## src/rtl/seven_segment_scanner.sv

```systemverilog
// Time-multiplexed scan controller for common-anode seven-segment digits.
// New values are staged in a pending register and take effect only at frame boundaries.
module seven_segment_scanner #(
    parameter int DIGITS       = 4,
    parameter int CLK_DIV      = 50000,
    parameter int BLANK_CYCLES = 500
) (
    input  logic                  clk,
    input  logic                  rst,
    input  logic                  en,
    input  logic [4*DIGITS-1:0]   value,
    input  logic [DIGITS-1:0]     dp_in,
    input  logic                  load,
    input  logic                  lz_blank,
    output logic [DIGITS-1:0]     anode,
    output logic [6:0]            seg,
    output logic                  dp,
    output logic                  frame_done
);
    localparam int CNT_W = $clog2(CLK_DIV);
    localparam int DIG_W = (DIGITS > 1) ? $clog2(DIGITS) : 1;
    localparam logic [CNT_W-1:0] CNT_MAX   = CNT_W'(CLK_DIV - 1);
    localparam logic [CNT_W-1:0] BLANK_LIM = CNT_W'(BLANK_CYCLES);
    localparam logic [DIG_W-1:0] DIG_MAX   = DIG_W'(DIGITS - 1);

    typedef enum logic {ST_BLANK, ST_SHOW} state_t;

    state_t               state_q, state_d;
    logic [CNT_W-1:0]     cnt_q, cnt_d;
    logic [DIG_W-1:0]     digit_q, digit_d;
    logic                 en_q;
    logic                 pend_q, pend_d;
    logic [4*DIGITS-1:0]  pend_val_q, pend_val_d;
    logic [DIGITS-1:0]    pend_dp_q, pend_dp_d;
    logic [4*DIGITS-1:0]  shadow_val_q, shadow_val_d;
    logic [DIGITS-1:0]    shadow_dp_q, shadow_dp_d;
    logic [DIGITS-1:0]    anode_q, anode_d;
    logic [6:0]           seg_q, seg_d;
    logic                 dp_q, dp_d;
    logic                 frame_done_q, frame_done_d;
    logic                 boundary;
    logic [DIGITS-1:0]    lz_mask;

    function automatic logic [6:0] hex_to_seg(input logic [3:0] nib);
        case (nib)
            4'h0: hex_to_seg = 7'b1000000;
            4'h1: hex_to_seg = 7'b1111001;
            4'h2: hex_to_seg = 7'b0100100;
            4'h3: hex_to_seg = 7'b0110000;
            4'h4: hex_to_seg = 7'b0011001;
            4'h5: hex_to_seg = 7'b0010010;
            4'h6: hex_to_seg = 7'b0000010;
            4'h7: hex_to_seg = 7'b1111000;
            4'h8: hex_to_seg = 7'b0000000;
            4'h9: hex_to_seg = 7'b0010000;
            4'hA: hex_to_seg = 7'b0001000;
            4'hB: hex_to_seg = 7'b0000011;
            4'hC: hex_to_seg = 7'b1000110;
            4'hD: hex_to_seg = 7'b0100001;
            4'hE: hex_to_seg = 7'b0000110;
            default: hex_to_seg = 7'b0001110;
        endcase
    endfunction

    // A digit is a leading zero when it and everything above it is zero and it carries no dp.
    always_comb begin
        logic hi_zero;
        hi_zero = 1'b1;
        lz_mask = '0;
        for (int i = DIGITS - 1; i > 0; i--) begin
            hi_zero    = hi_zero & (shadow_val_q[4*i +: 4] == 4'h0);
            lz_mask[i] = hi_zero & ~shadow_dp_q[i];
        end
    end

    always_comb begin
        boundary     = en & (~en_q | ((cnt_q == CNT_MAX) & (digit_q == DIG_MAX)));
        cnt_d        = cnt_q;
        digit_d      = digit_q;
        state_d      = state_q;
        pend_d       = pend_q;
        pend_val_d   = pend_val_q;
        pend_dp_d    = pend_dp_q;
        shadow_val_d = shadow_val_q;
        shadow_dp_d  = shadow_dp_q;
        anode_d      = '1;
        seg_d        = 7'h7F;
        dp_d         = 1'b1;
        frame_done_d = 1'b0;

        if (!en) begin
            cnt_d   = '0;
            digit_d = '0;
            state_d = ST_BLANK;
        end else begin
            if (cnt_q == CNT_MAX) begin
                cnt_d   = '0;
                digit_d = (digit_q == DIG_MAX) ? '0 : digit_q + 1'b1;
            end else begin
                cnt_d = cnt_q + 1'b1;
            end
            if (BLANK_CYCLES == 0 || cnt_d == BLANK_LIM) begin
                state_d = ST_SHOW;
            end else if (cnt_d == '0) begin
                state_d = ST_BLANK;
            end
        end

        // The shadow takes the pending content as it was before this cycle's load.
        if (boundary && pend_q) begin
            shadow_val_d = pend_val_q;
            shadow_dp_d  = pend_dp_q;
        end
        if (load) begin
            pend_d     = 1'b1;
            pend_val_d = value;
            pend_dp_d  = dp_in;
        end else if (boundary) begin
            pend_d = 1'b0;
        end

        if (en && state_q == ST_SHOW && !(lz_blank && lz_mask[digit_q])) begin
            anode_d[digit_q] = 1'b0;
            seg_d            = hex_to_seg(shadow_val_q[4*digit_q +: 4]);
            dp_d             = ~shadow_dp_q[digit_q];
        end
        frame_done_d = en && state_q == ST_SHOW && cnt_q == CNT_MAX && digit_q == DIG_MAX;
    end

    always_ff @(posedge clk or posedge rst) begin
        if (rst) begin
            state_q      <= ST_BLANK;
            cnt_q        <= '0;
            digit_q      <= '0;
            en_q         <= 1'b0;
            pend_q       <= 1'b0;
            pend_val_q   <= '0;
            pend_dp_q    <= '0;
            shadow_val_q <= '0;
            shadow_dp_q  <= '0;
            anode_q      <= '1;
            seg_q        <= 7'h7F;
            dp_q         <= 1'b1;
            frame_done_q <= 1'b0;
        end else begin
            state_q      <= state_d;
            cnt_q        <= cnt_d;
            digit_q      <= digit_d;
            en_q         <= en;
            pend_q       <= pend_d;
            pend_val_q   <= pend_val_d;
            pend_dp_q    <= pend_dp_d;
            shadow_val_q <= shadow_val_d;
            shadow_dp_q  <= shadow_dp_d;
            anode_q      <= anode_d;
            seg_q        <= seg_d;
            dp_q         <= dp_d;
            frame_done_q <= frame_done_d;
        end
    end

    assign anode      = anode_q;
    assign seg        = seg_q;
    assign dp         = dp_q;
    assign frame_done = frame_done_q;
endmodule

```

## config.mk

```make
export PLATFORM = sky130hd
export DESIGN_NAME = seven_segment_scanner
export DESIGN_NICKNAME = d
export VERILOG_FILES = /design/src/rtl/seven_segment_scanner.sv
export SDC_FILE = /design/constraint.sdc
export NUM_CORES = 1
export LEC_CHECK = 0
export ABC_CLOCK_PERIOD_IN_PS = 5470
export CAP_MARGIN = 0
export CELL_PAD_IN_SITES_DETAIL_PLACEMENT = 1
export CELL_PAD_IN_SITES_GLOBAL_PLACEMENT = 1
export CORE_MARGIN = 8
export CORE_UTILIZATION = 49
export DETAILED_ROUTE_END_ITERATION = 7
export PLACE_DENSITY_LB_ADDON = 0.1
export SYNTH_ARGS = -nofsm -noshare
export SYNTH_HDL_FRONTEND = slang
export SYNTH_SLANG_ARGS = --single-unit
export TNS_END_PERCENT = 20
```

## constraint.sdc

```tcl
create_clock -name clk -period 5.47 [get_ports clk]
set_input_delay 1.094 -clock clk [delete_from_list [all_inputs] [get_ports clk]]
set_output_delay 1.094 -clock clk [all_outputs]
set_load 0.005 [all_outputs]
```

==> impl_metrics.tcl, run 1 <==
set metrics [dict create \
    drcViolationCount 0 \
    globalRouteMet3Util_pct 3.85 \
    cts.sink_count 74 \
    setup_viol_count_final 0 \
    synthesis.area_per_instance_um2 11.9 \
    timing_worst_slew_pin_value_ns 0.984 \
    share_clk_of_total_power_pct 34.7 \
    final-hold-violation-count 0 \
    layout.cells.most_common "sky130_fd_sc_hd__dfrtp_1" \
    fin_worst_skew_ns 0.0166 \
    grt_max_degree 41 \
    synth_nets 349 \
    sw_frac_of_total_pct 27.8 \
    syn2layout_area_growth_pct 16.5 \
    dr.pass1.iters 4 \
    initial_utilization_pct 50.9 \
    h-tree-depth 3 \
    post-place-ws_ns 2.29 \
    post-synth-top-area-fraction_pct 41.8 \
    critPathBufInv 1 \
    worstSetupPathType "primary input to flop" \
    cellInternalPower_mw 0.928 \
    tritoncts "done" \
    worst_r2r_endpoint "shadow_dp_q[2]" \
    postCtsSetupBuffers 0 \
    worstSkewPairLatency_ns 0.35 \
    yosysWarnings 0 \
    synth.distinct_cells 46 \
    io_buffers 37 \
    globalplace.congestion 0.802 \
    synth_async_sr_flop_share_pct 100 \
    timing.reg2reg.worst_path_depth 6 \
    power.share.combinational_pct 15.3 \
    switching_power_mw 0.358 \
    grt.total_usage_pct 17.2 \
    worst_setup_hold_path_clk_slew_ns 0.09 \
    dr_total_vias 2505 \
    start_kind "primary input" \
    worstPathMaxFanout 20 \
    drtAntennaViolNets 0 \
    seq_total_area_yosys_pct 50.3 \
    final.period_utilization_pct 52.4 \
    fillers 791 \
    drt-vias-per-instance 5.60 \
    die_w_um 103 \
    timing.hold.worst.start "pend_val_q[6]" \
    first_iter_violations 78 \
    wire_per_inst_um 18.5 \
    cell_at_the_root_of_the_clock_tree "sky130_fd_sc_hd__clkbuf_8" \
    holdCritPathClass "flop to flop" \
    core_area_um2 7290 \
    final_stage_net_count 380 \
    grt_use_met2_pct 27.8 \
    synth_enable_flop_cells 0 \
    yosysTopAreaCell "sky130_fd_sc_hd__dfrtp_1" \
    number_of_global_route_vias_before_repair 2734 \
    syn_inst 312 \
    worst_path_dominant_cell_family "buffers and inverters" \
    antenna_violations_before_repair 0 \
    critPathSlowestCell "sky130_fd_sc_hd__clkdlybuf4s50_1" \
    globalRouteOverflowTotal 0 \
    timing.critical_path.arrival_ns 3.08 \
    synthesis.area_um2 3710 \
    seqPwrFrac_pct 50.0 \
    rsz0062_at_grt "no" \
    drive_above_1_share_pct 22.1 \
    cellPowerDensity_nw_per_um2 298 \
    die_h_um 103 \
    peak_clock_frequency_supported_by_timing_ghz 0.349 \
    placed_instance_count 431 \
    ys_top_cells_by_area "sky130_fd_sc_hd__dfrtp_1 (42%), sky130_fd_sc_hd__dfstp_2 (8.5%), sky130_fd_sc_hd__mux2_2 (6.1%), sky130_fd_sc_hd__mux2_4 (5.7%), sky130_fd_sc_hd__ha_1 (4.0%)" \
    routed_wl_mm 8.26 \
    synth_seq_cells 74 \
    critical_path.endpoint_type "flop" \
    peak_supply_drop_uv 175 \
    grt_first_pass_wirelength_mm 14.0 \
    worst-endpoint-required_ns 5.69 \
    cts_resized 0 \
    power_leakage_nw 1.83 \
    timing.rr.start "cnt_q[0]" \
    period_needed_ns 2.86 \
    final_total_negative_setup_slack_ns 0 \
    yosys_most_used_dff "sky130_fd_sc_hd__dfrtp_1" \
    hold_depth 1 \
    post_layout_nonfiller_instances 447 \
    gr-max-usage-layer "met2" \
    final_cell_mix "sky130_fd_sc_hd__dfrtp_1 (62), sky130_fd_sc_hd__clkdlybuf4s50_1 (37), sky130_fd_sc_hd__nand2_1 (23), sky130_fd_sc_hd__mux2_2 (20), sky130_fd_sc_hd__nor2_1 (19)" \
    run_status "finished, final reports clean" \
    ctsHoldBuffers 0 \
    worst_hold_path_ep "shadow_val_q[6]" \
    fin_ws_ns 2.61 \
    hpwl_mm 5.95 \
    gr-usage-met1_pct 22.4 \
    max-slew-margin-rel_pct 34.2 \
    maxCapViolations 0 \
    cts_buffers 9 \
    fin_max_slew_vios 0 \
    cp_slowest_stage_delay_ns 0.78 \
    worstPathCellList "clkdlybuf4s50_1, nand3_2, mux2_1" \
    finalCoreUtilization_pct 59.3 \
    placementRows 31 \
    worst-r2r-setup-slack_ns 2.76 \
    dieArea_um2 10600 \
    cts_buffer_depth 2 \
    boundaryPins 38 \
    antenna_cells_inserted 0 \
]
-- layer usage --
| layer | routed length (um) | share of wire, % | up-vias |
|---|---|---|---|
| li1 | - | - | 1166 |
| met1 | 3880 | 47 | 1282 |
| met2 | 3970 | 48 | 48 |
| met3 | 313 | 3.8 | 9 |
| met4 | 99 | 1.2 | 0 |
| met5 | 0 | 0 | - |
-- logic make-up after synthesis --
kind of cell	count (synthesis)	synth area share, %
flops	74	50.3
compound gates	37	6.98
simple gates	95	13.4
fa+ha+maj	12	4.05
buf+inv	31	3.98
mux	48	17.7
xor+xnor	15	3.54
-- power by group through the flow --
stage	clock, mW	combinational, mW	sequential (mW)
after global placement	0	0.186	0.648
after floorplan	0	0.151	0.632
after detailed placement	0	0.198	0.651
after global routing	0.475	0.218	0.650
after CTS	0.455	0.200	0.642
final	0.446	0.197	0.643
-- worst max path at each step --
stage,startpoint,endpoint,slack [ns],depth (start not counted)
after CTS,en,shadow_val_q[5],2.56,3
after floorplan,rst,cnt_q[0],2.51,1
after detailed placement,en,shadow_val_q[5],2.29,3
after global placement,en,shadow_val_q[5],2.37,3
after global routing,en,shadow_dp_q[3],2.50,3
final,en,shadow_dp_q[2],2.61,3
-- Yosys cell counts (2+ instances only) --
master and count:
sky130_fd_sc_hd__xor2_1 5, sky130_fd_sc_hd__o211ai_1 4, sky130_fd_sc_hd__nor2b_1 3, sky130_fd_sc_hd__mux2_4 14
sky130_fd_sc_hd__a21oi_1 10, sky130_fd_sc_hd__a21boi_0 4, sky130_fd_sc_hd__and3_1 4, sky130_fd_sc_hd__or2_2 3
sky130_fd_sc_hd__o21ai_0 3, sky130_fd_sc_hd__xnor2_1 10, sky130_fd_sc_hd__mux4_2 6, sky130_fd_sc_hd__dfrtp_1 62
sky130_fd_sc_hd__mux2_1 6, sky130_fd_sc_hd__o21a_1 4, sky130_fd_sc_hd__and2_1 3, sky130_fd_sc_hd__nand3_1 9
sky130_fd_sc_hd__nand4_1 5, sky130_fd_sc_hd__and4_1 2, sky130_fd_sc_hd__nor4_1 4, sky130_fd_sc_hd__clkbuf_1 8
sky130_fd_sc_hd__ha_1 12, sky130_fd_sc_hd__buf_6 3, sky130_fd_sc_hd__inv_1 13, sky130_fd_sc_hd__o221ai_1 5
sky130_fd_sc_hd__nor3_1 5, sky130_fd_sc_hd__nor4b_1 3, sky130_fd_sc_hd__mux2_2 20, sky130_fd_sc_hd__mux2i_1 2
sky130_fd_sc_hd__nor2_1 19, sky130_fd_sc_hd__or3_1 7, sky130_fd_sc_hd__nand2_1 23, sky130_fd_sc_hd__dfstp_2 12
sky130_fd_sc_hd__buf_2 6
-- metrics by stage --
stage,instance area (um2),hold slack (ns),power [mW]
floorplan,3710,0.454,0.783
global placement,4110,0.469,0.834
detailed placement,4110,0.481,0.849
CTS,4320,0.504,1.30
global route,4320,0.528,1.34
finish,4320,0.495,1.29
-- area by class of cell --
| type | instances | area, um2 | share of cell area, % |
|---|---|---|---|
| multi-input cells | 207 | 1700 | 39.3 |
| repair buffers | 38 | 378 | 8.74 |
| well taps | 99 | 124 | 2.87 |
| inverters | 13 | 48.8 | 1.13 |
| clock buffers | 9 | 124 | 2.87 |
| flip-flops and latches | 74 | 1870 | 43.2 |
| clock inverters | 7 | 83.8 | 1.94 |
-- sequential cells by signal (all words and copies together) (netlist names) --
signal	cells
digit_q	2
shadow_val_q	16
seg	7
pend_q	1
cnt_q	16
pend_val_q	16
en_q	1
shadow_dp_q	4
frame_done	1
pend_dp_q	4
anode	4
state_q	1
dp	1
Note: power is estimated with default switching activity, not from simulation.
==> inputs of run 2 (changes only) <==
- ABC_CLOCK_PERIOD_IN_PS: 5470 -> 3000
- CORE_UTILIZATION: 49 -> 46
- clock period: 5.47 -> 3 ns (I/O delays scaled with it)
==> impl_metrics.tcl, run 2 (synthesis results as in run 1) <==
set metrics [dict create \
    run_status "finished, final reports clean" \
    holdCritPathClass "flop to flop" \
    worstPathMaxFanout 20 \
    core_area_um2 7770 \
    cts.sink_count 74 \
    worst_setup_hold_path_clk_slew_ns 0.09 \
    fillers 803 \
    antenna_cells_inserted 0 \
    globalplace.congestion 0.838 \
    timing.rr.start "cnt_q[0]" \
    maxCapViolations 0 \
    worst_hold_path_ep "shadow_val_q[4]" \
    grt_first_pass_wirelength_mm 13.9 \
    setup_viol_count_final 0 \
    dr_total_vias 2474 \
    peak_clock_frequency_supported_by_timing_ghz 0.421 \
    fin_max_slew_vios 0 \
    rsz0062_at_grt "no" \
    worst-r2r-setup-slack_ns 0.62 \
    hold_depth 1 \
    cell_at_the_root_of_the_clock_tree "sky130_fd_sc_hd__clkbuf_8" \
    first_iter_violations 87 \
    worstSkewPairLatency_ns 0.35 \
    critPathBufInv 1 \
    grt.total_usage_pct 15.4 \
    startpoint "cnt_q[0]" \
    io_buffers 37 \
    cp_slowest_stage_delay_ns 0.45 \
    cts_buffers 9 \
    drcViolationCount 0 \
    worst-endpoint-required_ns 3.22 \
    dr.pass1.iters 4 \
    die_h_um 106 \
    timing.hold.worst.start "pend_val_q[4]" \
    fin_ws_ns 0.625 \
    worstPathCellList "ha_1, and4_1, nand4_1, nand2_1, nand3_2, buf_4, mux2_1" \
    period_needed_ns 2.38 \
    syn2layout_area_growth_pct 18.0 \
    cellPowerDensity_nw_per_um2 532 \
    timing.critical_path.arrival_ns 2.60 \
    tritoncts "done" \
    worst_path_dominant_cell_family "simple AND/OR/NAND/NOR gates" \
    final_total_negative_setup_slack_ns 0 \
    drt-vias-per-instance 5.43 \
    drive_above_1_share_pct 23.4 \
    start_kind "flop" \
    power_leakage_nw 1.87 \
    layout.cells.most_common "sky130_fd_sc_hd__dfrtp_1" \
    worstSetupPathType "flop to flop" \
    wire_per_inst_um 17.4 \
    routed_wl_mm 7.92 \
    postCtsSetupBuffers 0 \
    post-place-ws_ns 0.486 \
    cts_buffer_depth 2 \
    peak_supply_drop_uv 340 \
    worst_r2r_endpoint "shadow_dp_q[2]" \
    number_of_global_route_vias_before_repair 2761 \
    antenna_violations_before_repair 0 \
    die_w_um 106 \
    largest_registers_ranked_by_flip_flop_count "cnt_q (16), pend_val_q (16), shadow_val_q (16)" \
    boundaryPins 38 \
    fin_worst_skew_ns 0.0120 \
    final_cell_mix "sky130_fd_sc_hd__dfrtp_1 (62), sky130_fd_sc_hd__clkdlybuf4s50_1 (37), sky130_fd_sc_hd__nand2_1 (23), sky130_fd_sc_hd__mux2_2 (20), sky130_fd_sc_hd__nor2_1 (19)" \
    initial_utilization_pct 47.8 \
    timing.reg2reg.worst_path_depth 7 \
    ctsHoldBuffers 0 \
    dieArea_um2 11200 \
    placementRows 32 \
    drtAntennaViolNets 0 \
    timing_worst_slew_pin_value_ns 0.675 \
    critPathSlowestCell "sky130_fd_sc_hd__dfrtp_1" \
    final-hold-violation-count 0 \
    h-tree-depth 3 \
    final.period_utilization_pct 79.2 \
    max-slew-margin-rel_pct 54.8 \
    critical_path.endpoint_type "flop" \
    grt_max_degree 37 \
    final_stage_net_count 386 \
    cts_resized 0 \
    globalRouteOverflowTotal 0 \
    hpwl_mm 5.78 \
]
-- run 2: changes by cell type in the layout (fill, tap and decap cells not counted), sizes merged --
cell / before / now
buf: 1 / 7
-- run 2: worst reg2reg max path, stage by stage (launching register included) --
cell and delay (ns):
sky130_fd_sc_hd__dfrtp_1 0.45, sky130_fd_sc_hd__ha_1 0.36, sky130_fd_sc_hd__and4_1 0.38, sky130_fd_sc_hd__nand4_1 0.23, sky130_fd_sc_hd__nand2_1 0.17, sky130_fd_sc_hd__nand3_2 0.08
sky130_fd_sc_hd__buf_4 0.24, sky130_fd_sc_hd__mux2_1 0.36
-- run 2: final cells by class --
type,instances,area [um2],area share [%]
sequential,74,1870,42.6
multi-input combinational,207,1700,38.7
timing repair buffer,44,435,9.94
tap,102,128,2.91
clock buffer,9,124,2.83
clock inverter,7,81.3,1.86
inverter,13,48.8,1.11
-- run 2: worst max path at each step --
stage / end / slack, ns / cells past startpoint
2_1_floorplan: cnt_q[0] / 0.54 / 1
3_3_place_gp: seg[6] / 0.58 / 5
3_5_place_dp: seg[6] / 0.49 / 5
4_1_cts: shadow_dp_q[2] / 0.63 / 7
5_1_grt: state_q / 0.41 / 7
6_report: shadow_dp_q[2] / 0.62 / 7
-- run 2: metal layers --
| metal | routed length [um] | vias to the layer above | GRT usage (%) |
|---|---|---|---|
| met2 | 3480 | 43 | 23.0 |
| met1 | 4030 | 1248 | 21.2 |
| met3 | 317 | 8 | 3.47 |
| li1 | - | 1175 | - |
| met5 | 0 | - | 0 |
| met4 | 97 | 0 | 6.03 |
-- run 2: metrics by stage --
stage / total power [mW] / utilization (%) / cells / hold slack [ns] / instance area [um2]
after CTS: 2.36 / 56.4 / 456 / 0.496 / 4380
after global routing: 2.44 / 56.4 / 456 / 0.508 / 4380
after floorplan: 1.43 / - / 312 / 0.454 / 3710
after detailed placement: 1.55 / 53.8 / 440 / 0.475 / 4180
final: 2.33 / 56.4 / 456 / 0.489 / 4380
after global placement: 1.53 / 53.8 / 440 / 0.468 / 4180
-- run 2: power by group --
group	total, mW	switching [mW]	internal (mW)
logic	0.355	0.153	0.203
clock network	0.806	0.408	0.397
registers	1.17	0.0779	1.09
total	2.33	0.639	1.69
